--- config.mk ---
export PLATFORM = sky130hd
export DESIGN_NAME = add100_seq
export DESIGN_NICKNAME = d
export VERILOG_FILES = /design/src/rtl/add100_seq.sv
export SDC_FILE = /design/constraint.sdc
export NUM_CORES = 1
export LEC_CHECK = 0
export CAP_MARGIN = 20
export CORE_UTILIZATION = 46
export CTS_CLUSTER_SIZE = 28
export DETAILED_ROUTE_END_ITERATION = 10
export PLACE_DENSITY = 0.75
export SLEW_MARGIN = 20
export SYNTH_ARGS = -nofsm -noshare
export SYNTH_HDL_FRONTEND = slang
export SYNTH_SLANG_ARGS = --single-unit
--- constraint.sdc ---
create_clock -name clk -period 4.01 [get_ports clk]
set_clock_uncertainty 0.2 [all_clocks]
set_input_delay 0.802 -clock clk [delete_from_list [all_inputs] [get_ports clk]]
set_output_delay 0.802 -clock clk [all_outputs]
set_load 0.05 [all_outputs]
--- src/rtl/add100_seq.sv ---
// Sequential wide adder: accepts two WIDTH-bit operands and ripples through them
// SLICE bits per clock, presenting sum, final carry and per-slice carries when done.
module add100_seq #(
    parameter int WIDTH = 100,
    parameter int SLICE = 25,
    localparam int NS = WIDTH / SLICE,
    localparam int KW = (NS > 1) ? $clog2(NS) : 1
) (
    input  logic             clk,
    input  logic             rst_n,
    input  logic             in_valid,
    output logic             in_ready,
    input  logic [WIDTH-1:0] a,
    input  logic [WIDTH-1:0] b,
    input  logic             cin,
    output logic             out_valid,
    input  logic             out_ready,
    output logic [WIDTH-1:0] sum,
    output logic             cout,
    output logic [NS-1:0]    slice_cout
);

    typedef enum logic [1:0] {
        IDLE = 2'd0,
        CALC = 2'd1,
        DONE = 2'd2
    } stateT;

    stateT            r_state;
    logic [KW-1:0]    r_k;
    logic             r_c;
    logic [WIDTH-1:0] r_a;
    logic [WIDTH-1:0] r_b;
    logic [WIDTH-1:0] r_sum;
    logic             r_cout;
    logic [NS-1:0]    r_sliceCout;
    logic             r_inReady;
    logic             r_outValid;

    logic [SLICE-1:0] w_sliceA;
    logic [SLICE-1:0] w_sliceB;
    logic [SLICE:0]   w_sliceSum;
    logic             w_lastSlice;

    // Only the captured operand copies feed the adder, so a/b/cin never reach sum combinationally.
    assign w_sliceA    = r_a[r_k*SLICE +: SLICE];
    assign w_sliceB    = r_b[r_k*SLICE +: SLICE];
    assign w_sliceSum  = {1'b0, w_sliceA} + {1'b0, w_sliceB} + {{SLICE{1'b0}}, r_c};
    assign w_lastSlice = (r_k == KW'(NS - 1));

    always_ff @(posedge clk or negedge rst_n) begin
        if (!rst_n) begin
            r_state     <= IDLE;
            r_k         <= '0;
            r_c         <= 1'b0;
            r_a         <= '0;
            r_b         <= '0;
            r_sum       <= '0;
            r_cout      <= 1'b0;
            r_sliceCout <= '0;
            r_inReady   <= 1'b1;
            r_outValid  <= 1'b0;
        end else begin
            case (r_state)
                IDLE: begin
                    if (in_valid) begin
                        r_a       <= a;
                        r_b       <= b;
                        r_c       <= cin;
                        r_k       <= '0;
                        r_state   <= CALC;
                        r_inReady <= 1'b0;
                    end
                end
                CALC: begin
                    r_sum[r_k*SLICE +: SLICE] <= w_sliceSum[SLICE-1:0];
                    r_sliceCout[r_k]          <= w_sliceSum[SLICE];
                    r_c                       <= w_sliceSum[SLICE];
                    if (w_lastSlice) begin
                        r_cout     <= w_sliceSum[SLICE];
                        r_state    <= DONE;
                        r_outValid <= 1'b1;
                    end else begin
                        r_k <= r_k + KW'(1);
                    end
                end
                DONE: begin
                    // Result stays frozen until the consumer takes it.
                    if (out_ready) begin
                        r_state    <= IDLE;
                        r_outValid <= 1'b0;
                        r_inReady  <= 1'b1;
                    end
                end
                default: begin
                    r_state    <= IDLE;
                    r_outValid <= 1'b0;
                    r_inReady  <= 1'b1;
                end
            endcase
        end
    end

    assign in_ready   = r_inReady;
    assign out_valid  = r_outValid;
    assign sum        = r_sum;
    assign cout       = r_cout;
    assign slice_cout = r_sliceCout;

endmodule

# After elaboration in Yosys (flattened, before gate mapping)

Index checks and enable logic that the tools add are counted.

Flip-flop bits (word level): 312
Input bits: 205
Output and inout bits: 107
Logic and storage cells: 59

Add/sub/neg operators: 4
$mul: 1
Magnitude comparators: 2
Equality and inequality tests: 7
Shift-type cells: 4
Muxes and demuxes: 19
Bitwise gates (word level): 2
Reductions and logical operators: 10

Operators with widths:

| cell                                                              | count |
|---|---|
| indexed part select 100 x 8 -> 25 bit                             | 2 |
| bitwise mux 100 bit                                               | 1 |
| variable shift 25 x 34 -> 100 bit, first input constant           | 1 |
| indexed part select 25 x 34 -> 100 bit                            | 1 |
| negator 7 -> 34 bit                                               | 1 |
| adder 25 x 25 -> 26 bit                                           | 1 |
| adder 26 x 1 -> 26 bit                                            | 1 |
| AND reduction 3 bit                                               | 4 |
| two-way mux 2 bit                                                 | 5 |
| inequality test 2 bit, second input constant                      | 4 |
| multiplier 2 x 5 -> 7 bit, second input constant                  | 1 |
| two-way mux 1 bit                                                 | 6 |
| case mux 1 bit (3 select lines)                                   | 2 |
| case mux 2 bit (3 select lines)                                   | 1 |
| AND reduction 2 bit                                               | 3 |
| bitwise mux 4 bit                                                 | 1 |
| == test 2 bit, second input constant                              | 2 |
| case mux 2 bit (2 select lines)                                   | 1 |
| < comparator 2 x 3 -> 1 bit, second input constant                | 1 |
| adder 2 x 1 -> 2 bit, second input constant                       | 1 |
| demux 1 bit (select 2 bit)                                        | 1 |
| == test 2 x 1 -> 1 bit, second input constant                     | 1 |
| greater-or-equal comparator 2 x 1 -> 1 bit, second input constant | 1 |
| zero test 2 bit                                                   | 1 |
| 4 further kinds                                                   | 5 |

# Depth between registers and ports, before layout

Depth in word-level cells: 6
Mapped depth: 12
Depth with buffers taken out: 9

# Least setup slack after synthesis

No wires, ideal clock.

Path type: reg-to-reg
Start point: reg r_k[0]
End point: reg r_sum[74] (netlist: sum[74])
Setup time: 122 ps
Arrival time: 3804 ps
Required time: 3688 ps
Path slack: -116 ps
Stages on the path, launching flop included: 12
Buffers on the path: 2
Period minus slack after synthesis: 4126 ps
Cell sequence: dfrtp_1 > clkbuf_1 > buf_2 > mux4_2 > fa_1 > fa_1 > a211oi_2 > o211ai_1 > a21oi_1 > nor3b_1 > or3_4 > a32o_1

Longest elaborated chain between the ends: 6
Elaborated cells between the ends (all ways): 9
Classes of those cells: add/sub: 3; mul: 1; shift: 4; mux: 1

RTL lines:

| item                                                            | line       | RTL |
|---|---|---|
| start: declaration                                              | 30         | `logic [KW-1:0] r_k;` |
| start signal: assignment                                        | 84         | `r_k <= r_k + KW'(1);` |
| multiplier 2 x 5 -> 7 bit (*)                                   | 46, 47, 76 |  |
| indexed part select 100 x 8 -> 25 bit, on equally long branches | 46, 47     |  |
| adder 25 x 25 -> 26 bit                                         | 48         | `assign w_sliceSum = {1'b0, w_sliceA} + {1'b0, w_sliceB} + {{SLICE{1'b0}}, r_c};` |
| adder 26 x 1 -> 26 bit                                          | 48         |  |
| indexed part select 25 x 34 -> 100 bit                          | 76         | `r_sum[r_k*SLICE +: SLICE] <= w_sliceSum[SLICE-1:0];` |
| bitwise mux 100 bit (*)                                         | 76         |  |
| end signal: indexed assignment                                  | 76         |  |
| end: declaration                                                | 34         | `logic [WIDTH-1:0] r_sum;` |

Every way passes the cells marked *; elsewhere a longest branch is shown, timed or not.
A chain may end at the register's enable or synchronous reset.

# Worst setup path after layout

Same ends and word-level chain as after synthesis.

==> run summary <==
The run finished with clean final reports. Setup repair after global routing left no endpoint under its margin. The clock network latency to the later pin of the worst-skew pair was 0.57 ns. The logs give 312 for the number of placed I/O pins and 2103 for the total instance count after detailed placement.

The mean routed wirelength per cell is 19.1 um, and the Yosys warning count is 0. For the final number of hold-violating endpoints, the log shows 0. The global-route wire length before repair came out at 65000 um. The share of layout cells above drive strength 1 came out at 0.0944. Summed over all nets, the half-perimeter wirelength after detailed placement is 30100 um. The number of global-route vias before repair is 11800. Yosys mapped a number of flops with a built-in enable equal to 0.

The tools report the total grt overflow as 0. Worst reg-to-reg path cell count: 9. The synthesized netlist occupies a cell area of 0.0143 mm2. The run gives 31 as the number of buffers created by CTS. The leading cell type in the layout, fill and taps excluded is sky130_fd_sc_hd__nand2_1. For the worst setup path, the data arrival time is 4.03 ns.

The tool flagged a number of max-cap violations equal to 0. The adder-cell share of the synthesized area works out to 0.0290. Compared with the post-synthesis result, the final layout area differs by 34.1%. TritonCTS built the clock tree. Number of cell rows: 64. The run gives 2166 as the post-layout instance count excluding filler cells. The maximum count of clock buffers along a single path is 3, and the final weighted congestion in routability-driven placement is 0.870. Clock tree synthesis found a total of 311 sinks. The final route contains 11900 vias. The first detailed-routing pass took 6 iterations.

Data on the critical path is required at its endpoint by 4.24 ns. XOR/XNOR share of the synthesized area: 0.00971. The run gives 55 as the post-synthesis cell type count. Measured along the y axis, the die boundary spans 178 um. The tools report the number of max-slew violations in the final report as 0.

The combinational family with the most area after synthesis is simple AND/OR/NAND/NOR gates. The part of the cycle the worst path needs is 0.948, and the met3 capacity usage during global routing is 0.0437. The run gives 9.11 nW as the leakage power.

The top cell types in the final layout, fill and taps aside, are 662 x sky130_fd_sc_hd__nand2_1, 310 x sky130_fd_sc_hd__clkdlybuf4s50_1, 308 x sky130_fd_sc_hd__dfrtp_1, 73 x sky130_fd_sc_hd__a22o_1, 50 x sky130_fd_sc_hd__mux4_2. The setup TNS after final layout is 0 ns. After the last flow step, the layout net total stands at 1981.

For the total routing usage reported by global routing, the log shows 0.266. In this run the critical register-to-register path is launched from r_k[0]. Among all flip-flop cells after synthesis, the most frequent one is sky130_fd_sc_hd__dfrtp_1. The tools report the total of endpoints with negative setup slack in the final report as 0. In this run the horizontal extent of the chip is 178 um. The fraction of synthesized area in multiplexers is 0.0787.

Port buffering added 311 buffers. The worst reg2reg path endpoint is sum[74]. Power spread over the standard cell area amounts to 1020 mW/mm2. The tree is rooted in a sky130_fd_sc_hd__clkbuf_16. The worst register-to-register path has a setup slack of 0.21 ns. The depth of the CTS H-tree was 1; the initial antenna violation count was 1. The largest net degree at the start of global routing came out at 202. The routed design has 41400 um of wire. Timing would allow up to 263 MHz. The floorplan step defined a die boundary enclosing 0.0318 mm2. The cell count after synthesis is 1453, and the simple logic cell fraction of the synthesized area is 0.204.

The number of nets handed over by synthesis was 1690. The tools report the starting density of the core as 0.468. The worst setup path is of the reg -> reg kind. Met1 track demand over resource in global routing: 0.378. The number of nets with antenna violations after detailed routing is 0.

The DRC marker count from the first detailed-route iteration came out at 1269. Launching element type of the critical path: a register. The maximum fanout along the worst path is 4, and the clock-pin slew of the registers on the worst-case setup and hold paths is 0.07 ns. The core region is 0.0306 mm2. The fraction of the mapped netlist area in compound gates works out to 0.106.

After detailed routing, the number of remaining DRC violations is 0. The maximum vdd drop was 0.000535 V. The endpoint kind of the worst setup timing path was a register. A synthesized cell averages 9.84 um2. The share of synthesized area occupied by flip-flops and latches was 0.544; the share of flip-flops with an asynchronous set or reset was 1.00. The shortest period the worst path allows works out to 3.80 ns. After synthesis the netlist holds a flip-flop and latch count of 311. The relative slew slack is 0.338. met2 is the most crowded layer.

The slew of the pin with the lowest slew margin came out at 0.990 ns. The routing usage on met2 is 0.422, and the vias per cell is 5.51. The path class of the tightest hold or removal check is in -> async.
[repair_timing]
action | CTS | global route
buffers inserted | 0 | 4
hold buffers | 0 | 0
endpoints found under the setup margin | 0 | 25
resized for setup | 0 | 7
[cells in the mapped netlist (3+ instances only)]
cell	count	area, um2
sky130_fd_sc_hd__nand2_1	662	2480
sky130_fd_sc_hd__dfrtp_1	310	7760
sky130_fd_sc_hd__a22o_1	73	639
sky130_fd_sc_hd__clkbuf_1	73	274
sky130_fd_sc_hd__mux4_2	50	1130
sky130_fd_sc_hd__o21ai_0	34	170
sky130_fd_sc_hd__a21oi_1	33	165
sky130_fd_sc_hd__ha_1	30	375
sky130_fd_sc_hd__nor2_1	24	90.1
sky130_fd_sc_hd__buf_2	13	65.1
sky130_fd_sc_hd__nor3_1	13	65.1
sky130_fd_sc_hd__nand4_1	12	75.1
sky130_fd_sc_hd__inv_1	9	33.8
sky130_fd_sc_hd__xnor2_1	9	78.8
sky130_fd_sc_hd__a21o_1	8	60.1
sky130_fd_sc_hd__nand3_1	8	40.0
sky130_fd_sc_hd__o31ai_1	8	60.1
sky130_fd_sc_hd__o211ai_1	7	52.6
sky130_fd_sc_hd__a211oi_1	6	45.0
sky130_fd_sc_hd__o21a_1	5	37.5
sky130_fd_sc_hd__xor2_1	5	43.8
sky130_fd_sc_hd__a211o_1	4	35.0
sky130_fd_sc_hd__a221oi_1	4	35.0
sky130_fd_sc_hd__a32o_1	4	40.0
sky130_fd_sc_hd__nand2b_1	4	25.0
sky130_fd_sc_hd__or3_1	4	25.0
sky130_fd_sc_hd__buf_4	3	22.5
sky130_fd_sc_hd__nand3b_1	3	22.5
[metrics by stage]
stage / cell area, um2 / utilization / hold WS, ns / total power [mW] / setup WS (ns)
after floorplan: 14300 / - / 0.240 / 12.4 / 0.112
after global placement: 17900 / 0.585 / 0.253 / 15.8 / 0.000209
after detailed placement: 17900 / 0.585 / 0.257 / 16.0 / 0.0438
after CTS: 19100 / 0.624 / 0.0316 / 19.4 / 0.00967
after global routing: 19200 / 0.627 / 0.0506 / 20.8 / 0.0454
final: 19200 / 0.627 / 0.0239 / 19.6 / 0.208
[where the power goes]
group	internal [mW]	switching, mW	total, mW	leakage (nW)
logic	4.05	6.85	10.9	4.52
clock network	2.13	1.23	3.37	0.596
registers	4.45	0.869	5.32	3.99
[cells by family (layout without fill, tap and decap cells)]
group | after synthesis | after routing
AOI/OAI and AO/OA | 204 | 204
xor gates and xnor gates | 15 | 15
adders and majority gates | 32 | 32
buffers and inverters | 99 | 415
DFF | 311 | 311
muxes | 50 | 50
other | 0 | 1
and+or+nand+nor | 742 | 742
[sequential cells by signal, summed over array words and instances (netlist names)]
register    count
cout            1
in_ready        1
out_valid       1
r_a           100
r_b           100
r_c             1
r_k             2
r_state         2
slice_cout      3
sum           100
[worst max path at each step]
| stage | depth (start not counted) | end | from |
|---|---|---|---|
| detailed placement | 10 | sum[18] | r_k[0] |
| finish | 9 | sum[74] | r_k[0] |
| CTS | 10 | sum[18] | r_k[0] |
| floorplan | 11 | sum[74] | r_k[0] |
| global placement | 10 | sum[68] | r_k[0] |
| global route | 10 | sum[68] | r_k[0] |
[worst max-delay path, cell delays in order, from the launching register on]
cell and delay, ns:
sky130_fd_sc_hd__dfrtp_4 0.47, sky130_fd_sc_hd__mux4_2 0.55, sky130_fd_sc_hd__fa_1 0.45, sky130_fd_sc_hd__fa_1 0.45, sky130_fd_sc_hd__a211oi_2 0.26, sky130_fd_sc_hd__o211ai_1 0.19
sky130_fd_sc_hd__a21oi_2 0.33, sky130_fd_sc_hd__nor3b_2 0.10, sky130_fd_sc_hd__or3_4 0.40, sky130_fd_sc_hd__a32o_1 0.28
[final cells by class]
type | count | area (um2)
Fill cell | 2464 | 11400
Sequential cell | 311 | 7790
Antenna cell | 1 | 2.50
Clock inverter | 20 | 358
Timing Repair Buffer | 348 | 3480
Multi-Input combinational cell | 1043 | 6170
Clock buffer | 38 | 842
Inverter | 9 | 33.8
Tap cell | 396 | 495
[metal layers]
layer / wire length [um] / share of wire
met2: 19200 / 0.46
met4: 1120 / 0.027
met1: 18300 / 0.44
met3: 2750 / 0.066
met5: 0 / 0
(Power assumes the default switching activity.)
